===== config.mk =====
export PLATFORM = sky130hd
export DESIGN_NAME = mod_counter_ctrl
export DESIGN_NICKNAME = d
export VERILOG_FILES = /design/src/rtl/mod_counter_ctrl_pkg.sv /design/src/rtl/mod_counter_ctrl_updown_mod_core.sv /design/src/rtl/mod_counter_ctrl.sv
export SDC_FILE = /design/constraint.sdc
export NUM_CORES = 1
export LEC_CHECK = 0
export CAP_MARGIN = 20
export CORE_MARGIN = 5
export CORE_UTILIZATION = 34
export CTS_BUF_LIST = sky130_fd_sc_hd__clkbuf_2
export CTS_CLUSTER_DIAMETER = 30
export DETAILED_ROUTE_END_ITERATION = 8
export SLEW_MARGIN = 0
export SYNTH_ARGS = -nofsm -noshare
export SYNTH_HDL_FRONTEND = slang
export SYNTH_SLANG_ARGS = --single-unit

===== constraint.sdc =====
create_clock -name clk -period 3.4 [get_ports clk]
set_input_delay 0.34 -clock clk [delete_from_list [all_inputs] [get_ports clk]]
set_output_delay 0.34 -clock clk [all_outputs]
set_load 0.02 [all_outputs]

===== src/rtl/mod_counter_ctrl_pkg.sv =====
// Shared definitions for the mod-N counter sequencer: FSM state encoding and
// direction constants.
package mod_counter_ctrl_pkg;

  typedef enum logic [1:0] {
    ST_IDLE = 2'd0,
    ST_RUN  = 2'd1,
    ST_DONE = 2'd2
  } state_e;

  localparam logic DIR_UP   = 1'b1;
  localparam logic DIR_DOWN = 1'b0;

endpackage


===== src/rtl/mod_counter_ctrl_updown_mod_core.sv =====
// Runtime-modulus up/down counter with synchronous load and enable; count is
// registered, wrap_o flags (combinationally) that the enabled step wraps.
module updown_mod_core
  import mod_counter_ctrl_pkg::*;
#(
  parameter int W = 4
) (
  input  logic         clk,
  input  logic         rst,
  input  logic         load_i,
  input  logic [W-1:0] load_val_i,
  input  logic         en_i,
  input  logic         dir_i,
  input  logic [W:0]   mod_i,
  output logic [W-1:0] count_o,
  output logic         wrap_o
);

  logic [W-1:0] count_q, count_d;
  logic [W-1:0] top_w;
  logic         at_edge;

  // mod_i[W] set means N = 2^W, whose last value is all ones.
  assign top_w   = mod_i[W] ? '1 : (mod_i[W-1:0] - W'(1));
  assign at_edge = (dir_i == DIR_UP) ? (count_q == top_w) : (count_q == '0);
  assign wrap_o  = en_i && at_edge;

  always_comb begin
    count_d = count_q;
    if (load_i) begin
      count_d = load_val_i;
    end else if (en_i) begin
      if (dir_i == DIR_UP) count_d = at_edge ? '0 : (count_q + W'(1));
      else                 count_d = at_edge ? top_w : (count_q - W'(1));
    end
  end

  always_ff @(posedge clk or posedge rst) begin
    if (rst) count_q <= '0;
    else     count_q <= count_d;
  end

  assign count_o = count_q;

endmodule


===== src/rtl/mod_counter_ctrl.sv =====
// Command-driven sequencer running a mod-N up/down counter for a programmed step
// count; done pulses S+1 cycles after accept, commands accepted only while idle.
module mod_counter_ctrl
  import mod_counter_ctrl_pkg::*;
#(
  parameter int W  = 4,
  parameter int CW = 8
) (
  input  logic          clk,
  input  logic          reset,
  input  logic          cmd_valid,
  output logic          cmd_ready,
  input  logic          cmd_dir,
  input  logic [W-1:0]  cmd_mod,
  input  logic [W-1:0]  cmd_start,
  input  logic [CW-1:0] cmd_steps,
  input  logic          pause,
  input  logic          abort,
  output logic [W-1:0]  count,
  output logic          busy,
  output logic          done,
  output logic [CW-1:0] wraps
);

  state_e        state_q;
  logic          dir_q;
  logic [W:0]    mod_q;
  logic [CW-1:0] rem_q;
  logic [CW-1:0] wraps_q;
  logic          done_q, busy_q, ready_q;

  logic [W:0]    n_eff;
  logic [W-1:0]  start_eff;
  logic          accept, step_en, core_wrap;

  // Modulus encoding: 0 means 2^W, 1 is promoted to 2.
  always_comb begin
    n_eff = {1'b0, cmd_mod};
    if (cmd_mod == '0)            n_eff = {1'b1, {W{1'b0}}};
    else if (cmd_mod == W'(1))    n_eff = (W+1)'(2);
  end

  assign start_eff = ({1'b0, cmd_start} >= n_eff) ? '0 : cmd_start;
  assign accept    = cmd_valid && ready_q;
  assign step_en   = (state_q == ST_RUN) && !abort && !pause;

  updown_mod_core #(.W(W)) u_core (
    .clk        (clk),
    .rst        (reset),
    .load_i     (accept),
    .load_val_i (start_eff),
    .en_i       (step_en),
    .dir_i      (dir_q),
    .mod_i      (mod_q),
    .count_o    (count),
    .wrap_o     (core_wrap)
  );

  always_ff @(posedge clk or posedge reset) begin
    if (reset) begin
      state_q <= ST_IDLE;
      dir_q   <= DIR_UP;
      mod_q   <= '0;
      rem_q   <= '0;
      wraps_q <= '0;
      done_q  <= 1'b0;
      busy_q  <= 1'b0;
      ready_q <= 1'b1;
    end else begin
      case (state_q)
        ST_IDLE: begin
          done_q <= 1'b0;
          if (accept) begin
            dir_q   <= cmd_dir;
            mod_q   <= n_eff;
            rem_q   <= cmd_steps;
            wraps_q <= '0;
            busy_q  <= 1'b1;
            ready_q <= 1'b0;
            if (cmd_steps != '0) begin
              state_q <= ST_RUN;
            end else begin
              state_q <= ST_DONE;
              done_q  <= 1'b1;
            end
          end
        end
        ST_RUN: begin
          if (abort) begin
            state_q <= ST_IDLE;
            busy_q  <= 1'b0;
            ready_q <= 1'b1;
          end else if (!pause) begin
            rem_q <= rem_q - CW'(1);
            if (core_wrap && (wraps_q != '1)) wraps_q <= wraps_q + CW'(1);
            if (rem_q == CW'(1)) begin
              state_q <= ST_DONE;
              done_q  <= 1'b1;
            end
          end
        end
        ST_DONE: begin
          state_q <= ST_IDLE;
          done_q  <= 1'b0;
          busy_q  <= 1'b0;
          ready_q <= 1'b1;
        end
        default: begin
          state_q <= ST_IDLE;
          done_q  <= 1'b0;
          busy_q  <= 1'b0;
          ready_q <= 1'b1;
        end
      endcase
    end
  end

  assign cmd_ready = ready_q;
  assign busy      = busy_q;
  assign done      = done_q;
  assign wraps     = wraps_q;

endmodule


# --- Word level (Yosys, flattened, before mapping) ---
# Index checks and enable logic that the tools add are counted.
totals:
  output_inout_bits: 15
  regBits: 31
  input_bits: 22
op_classes:
  eq_ne: 13
  n_reduce_logical: 19
  n_lt_le_gt_ge: 1
  add_sub_neg: 5
  n_mux: 37
op_table:
  columns: ["op", "count"]
  rows:
  - ["2-to-1 mux 8 bit", 7]
  - ["2-to-1 mux 4 bit", 8]
  - ["one-hot mux 8 bit (2 select lines)", 2]
  - ["2-to-1 mux 1 bit", 10]
  - ["2-to-1 mux 2 bit", 5]
  - ["adder 8 x 1 -> 8 bit (second input constant)", 1]
  - ["equality test 8 x 1 -> 1 bit (second input constant)", 1]
  - ["zero test 4 bit", 2]
  - ["!= test 2 bit (second input constant)", 4]
  - ["!= test 8 bit (second input constant)", 1]
  - ["nonzero test 8 bit", 1]
  - ["subtractor 4 x 1 -> 4 bit (second input constant)", 2]
  - ["subtractor 8 x 1 -> 8 bit (second input constant)", 1]
  - ["one-hot mux 1 bit (2 select lines)", 3]
  - ["AND reduction 3 bit", 2]
  - ["greater-or-equal comparator 4 x 5 -> 1 bit", 1]
  - ["logical AND 1 bit", 5]
  - ["2-to-1 mux 5 bit", 1]
  - ["AND reduction 5 bit", 1]
  - ["adder 4 x 1 -> 4 bit (second input constant)", 1]
  - ["equality test 4 x 1 -> 1 bit (second input constant)", 1]
  - ["equality test 4 bit", 1]
  - ["!= test 2 x 1 -> 1 bit (second input constant)", 2]
  - ["one-hot mux 2 bit (2 select lines)", 1]
  - ["8 further kinds", 11]

# --- Logic depth before layout (Yosys ltp) ---
logic_depth:
  word_depth: 10
  mapped_depth: 9
  ltp_nobuf: 9

# --- Cells and area by module ---
# From an unflattened synthesis, not the netlist that was laid out.
hier_totals:
  cells_unflattened: 253
  hier_area_um2: 2140.8
by_module_without_submodules:
  columns: ["module", "cells_each", "seq_area_each_um2", "instances", "area_each_um2"]
  rows:
  - ["mod_counter_ctrl", 177, 678.2, 1, 1586.5]
  - ["updown_mod_core", 76, 100.1, 1, 554.3]

# --- Worst setup path before layout ---
# Ideal clock, no wire load.
synth_path:
  path_kind: "reg-to-reg"
  startpoint: "reg mod_q[0]"
  endpoint: "reg u_core.count_q[3], in the netlist u_core.count_o[3]"
  period_less_slack_ps: 2242
  n_path_buf: 0
  stages_incl_launch_ff: 9
  arrival_time_ps: 2116
  setup_ps: 126
  path_slack_ps: 1158
  required_ps: 3274
  path_cell_list: "dfrtp_1 -> inv_1 -> ha_1 -> nor4b_1 -> a22oi_1 -> a221oi_2 -> a21oi_1 -> and4_1 -> a311o_1"
synth_via:
  elab_chain_len: 8
  elab_cells_between_ends: 9
  cone_classes: "add/sub: 1; eq/ne: 1; mux: 7"
synth_rtl:
  columns: ["item", "line_no", "rtl"]
  rows:
  - ["start, declared", "mod_counter_ctrl.sv:27", "logic [W:0] mod_q;"]
  - ["start signal, assigned", "mod_counter_ctrl.sv:75", "mod_q <= n_eff;"]
  - ["subtractor 4 x 1 -> 4 bit (*)", "mod_counter_ctrl_updown_mod_core.sv:24", "assign top_w = mod_i[W] ? '1 : (mod_i[W-1:0] - W'(1));"]
  - ["2-to-1 mux 4 bit (*)", "mod_counter_ctrl_updown_mod_core.sv:24", null]
  - ["equality test 4 bit", "mod_counter_ctrl_updown_mod_core.sv:25", "assign at_edge = (dir_i == DIR_UP) ? (count_q == top_w) : (count_q == '0);"]
  - ["2-to-1 mux 1 bit", "mod_counter_ctrl_updown_mod_core.sv:25", null]
  - ["2-to-1 mux 4 bit (on tied branches)", "mod_counter_ctrl_updown_mod_core.sv:34, mod_counter_ctrl_updown_mod_core.sv:33", null]
  - ["2-to-1 mux 4 bit (*)", "mod_counter_ctrl_updown_mod_core.sv:33", "if (dir_i == DIR_UP) count_d = at_edge ? '0 : (count_q + W'(1));"]
  - ["2-to-1 mux 4 bit (*)", "mod_counter_ctrl_updown_mod_core.sv:32", "end else if (en_i) begin"]
  - ["2-to-1 mux 4 bit (*)", "mod_counter_ctrl_updown_mod_core.sv:30", "if (load_i) begin"]
  - ["end signal, assigned", "mod_counter_ctrl_updown_mod_core.sv:40", "else count_q <= count_d;"]
  - ["end, declared", "mod_counter_ctrl_updown_mod_core.sv:19", "logic [W-1:0] count_q, count_d;"]
# Every way passes the cells marked *; elsewhere a longest branch is shown, timed or not. The select of a mux whose other input is x is not followed.
# A chain may end at the register's enable or synchronous reset.

# --- Final worst setup path ---
layout_path:
  startpoint: "reg mod_q[0]"
  endpoint: "reg wraps_q[4], in the netlist wraps[4]"
layout_via:
  elab_chain_len: 8
layout_rtl:
  columns: ["item", "line_no", "rtl"]
  rows:
  - ["subtractor 4 x 1 -> 4 bit", "mod_counter_ctrl_updown_mod_core.sv:24", null]
  - ["2-to-1 mux 4 bit", "mod_counter_ctrl_updown_mod_core.sv:24", null]
  - ["equality test 4 bit", "mod_counter_ctrl_updown_mod_core.sv:25", null]
  - ["2-to-1 mux 1 bit", "mod_counter_ctrl_updown_mod_core.sv:25", null]
  - ["logical AND 1 bit", "mod_counter_ctrl_updown_mod_core.sv:26", "assign wrap_o = en_i && at_edge;"]
  - ["logical AND 1 bit", "mod_counter_ctrl.sv:95", "if (core_wrap && (wraps_q != '1)) wraps_q <= wraps_q + CW'(1);"]
  - ["!= test 2 x 1 -> 1 bit (no line)", null, null]
  - ["AND reduction 5 bit (no line)", null, null]
  - ["end signal, assigned", "mod_counter_ctrl.sv:95", null]
  - ["end, declared", "mod_counter_ctrl.sv:29", "logic [CW-1:0] wraps_q;"]
# Every way passes these cells.

==> results.tsv <==
metric	value	unit
tns	0	ns
htreeDepth	2	
max_freq	390	MHz
synth_flop_cell	dfrtp_1	
ant_nets	0	
netlist_area	2120	sq um
clk_latency	0.38	ns
cts_buffer_depth	2	
syn_to_final_growth	19.6	%
cts_hold_buf	0	
drtIter0Drc	63	
clock-sinks	31	
synth-edff-count	0	
placed_cell_area	2500	sq um
grtUsageTotal	13.7	%
gp_congestion	0.830	
period_share	75.3	%
num_io_pins	37	
cts_tree	done	
leakage	1.05	nW
design_area	2540	sq um
cp-start-kind	flop	
fp.dieH	89.1	microns
wl_per_cell	13.7	microns
crit_arrival	2.88	ns
syn_inst	251	
critPathKind	flop to flop	
status	complete, no violations	
rows	28	
drv_slew	0	
vias_per_cell	5.34	
synth.area.top_cells	dfrtp_1, a21oi_1, ha_1	
cellPowerDensity	240	nW/um^2
die_w	89.1	microns
cts_resized	0	
tightest_slew	0.722	ns
ys_seq_elements	31	
r2r_end	wraps[4]	
cts_root_buf	clkbuf_2	
overflow	0	
grt_antenna_before_repair	0	
yosys_warnings	0	
die_area	7930	sq um
grt_pass1_vias	1875	
hold_viol	0	
drive_gt1_share	7.02	%
routed_wirelength	4.93	mm
slew_headroom	51.8	%
grt_pass1_wl	8.64	mm
critical_path_peak_fanout	16	
synth_top_area_share	34.2	%
r2r_slack	0.84	ns
synth_cell_types	50	
setup_viol	0	
ff2ff_path_depth	8	
finalClockSkew	0.0155	ns
numCtsBuffers	5	
cts_setup_buffers	0	
dr.pass1.iters	4	
nFillCells	609	
synth_top_area_cell	dfrtp_1	
synth.top_cells.by_count	dfrtp_1, a21oi_1, nand2_1, o21ai_0, nor2_1	
hp-class	input port to asynchronous set/reset pin	
syn-num-nets	283	
nets	316	
vias	1924	
yosysMostFrequentCell	dfrtp_1	
ys_async_sr_fraction	100	%
worst_setup_path_end_kind	flop	
antenna_cells	0	
io_buffers	36	
hpwl	3.76	mm
core	5990	sq um
syn_area_per_cell	8.46	sq um
clkTransAtPathRegs	0.18	ns
drc	0	
start_util	35.5	%
finalCriticalPeriod	2.56	ns
yosysSeqAreaShare	36.6	%
required	3.72	ns
rsz0062_at_grt	no	
max-cap-violations	0	
peakVddDrop	0.139	mV
grt_max_degree	32	
r2r-start	mod_q[0]	
==> per-stage QoR <==
step	utilization (%)	std cells	hold WS (ns)	total power [W]	setup slack, ns
floorplan	-	251	0.442	0.000396	1.16
global route	42.4	360	0.323	0.000643	0.596
global placement	41.8	352	0.514	0.000434	0.828
CTS	42.4	360	0.317	0.000618	0.821
finish	42.4	360	0.309	0.000610	0.839
detailed placement	41.8	352	0.525	0.000433	0.847
==> power by group <==
| group | internal, W | switching, W |
|---|---|---|
| clock | 0.0000471 | 0.000137 |
| sequential | 0.000369 | 0 |
| combinational | 0.0000303 | 0.0000269 |
| total | 0.000447 | 0.000164 |
==> placed cells by master, fill, tap and decap left out, types with 5 or more instances in the layout <==
cell             Yosys  routed
nor4_1               6       6
clkdlybuf4s50_1      0      36
nor3_1               8       8
nor2_1              16      16
inv_1               14      14
nor2b_1              5       5
nand3_1             14      14
dfrtp_1             29      29
o21ai_1              7       7
ha_1                10      10
o21ai_0             21      21
a21oi_1             27      27
or3_1                9       9
xor2_1               5       5
clkbuf_2             1       5
nand2_1             22      22
==> metal layers <==
| metal | vias to the layer above | track usage (%) | share of wire [%] |
|---|---|---|---|
| li1 | 971 | - | - |
| met2 | 53 | 23.3 | 48 |
| met1 | 893 | 17.2 | 45 |
| met3 | 7 | 2.86 | 5.6 |
| met4 | 0 | 4.74 | 1.2 |
| met5 | - | 0 | 0 |
==> worst max-delay path, cell delays in order, from the launching register on <==
cell and delay [ns]:
dfrtp_1 0.47, inv_1 0.08, ha_1 0.34, nor4b_1 0.24
a22oi_1 0.14, a221oi_2 0.35, o211ai_2 0.29, or3_1 0.43
a21oi_1 0.16
==> cell families (layout without fill, tap and decap cells) <==
family,after synthesis,in the layout,share of synthesized area (%)
AND/OR/NAND/NOR,100,100,25.6
AO/OA/AOI/OAI,73,73,20.2
flip-flops,31,31,36.6
buffers and inverters,26,60,6.83
XOR/XNOR,7,7,2.89
adder cells (fa/ha/maj),10,10,5.89
multiplexers,4,4,1.94
==> area by class of cell <==
type | instances | area [sq um] | share of cell area, %
Inverter | 14 | 52.6 | 2.07
Multi-Input combinational cell | 194 | 1200 | 47.3
Sequential cell | 31 | 778 | 30.6
Tap cell | 75 | 93.8 | 3.69
Clock inverter | 3 | 15.0 | 0.591
Timing Repair Buffer | 38 | 375 | 14.8
Clock buffer | 5 | 25.0 | 0.985
==> worst max-delay path by stage <==
| stage | slack, ns | end | start | cells after the start |
|---|---|---|---|---|
| after floorplan | 1.16 | u_core.count_o[3] | mod_q[0] | 8 |
| after global placement | 0.83 | u_core.count_o[3] | cmd_mod[1] | 8 |
| after detailed placement | 0.85 | wraps[4] | mod_q[0] | 8 |
| after CTS | 0.82 | wraps[4] | mod_q[0] | 8 |
| after global routing | 0.60 | wraps[7] | mod_q[0] | 8 |
| final | 0.84 | wraps[4] | mod_q[0] | 8 |
==> flip-flops by register name, indices dropped and copies added, names as in the netlist <==
| name | count |
|---|---|
| state_q | 2 |
| wraps | 8 |
| dir_q | 1 |
| u_core.count_o | 4 |
| mod_q | 5 |
| done | 1 |
| rem_q | 8 |
| busy | 1 |
| cmd_ready | 1 |
Note: power is estimated with default switching activity, not from simulation.
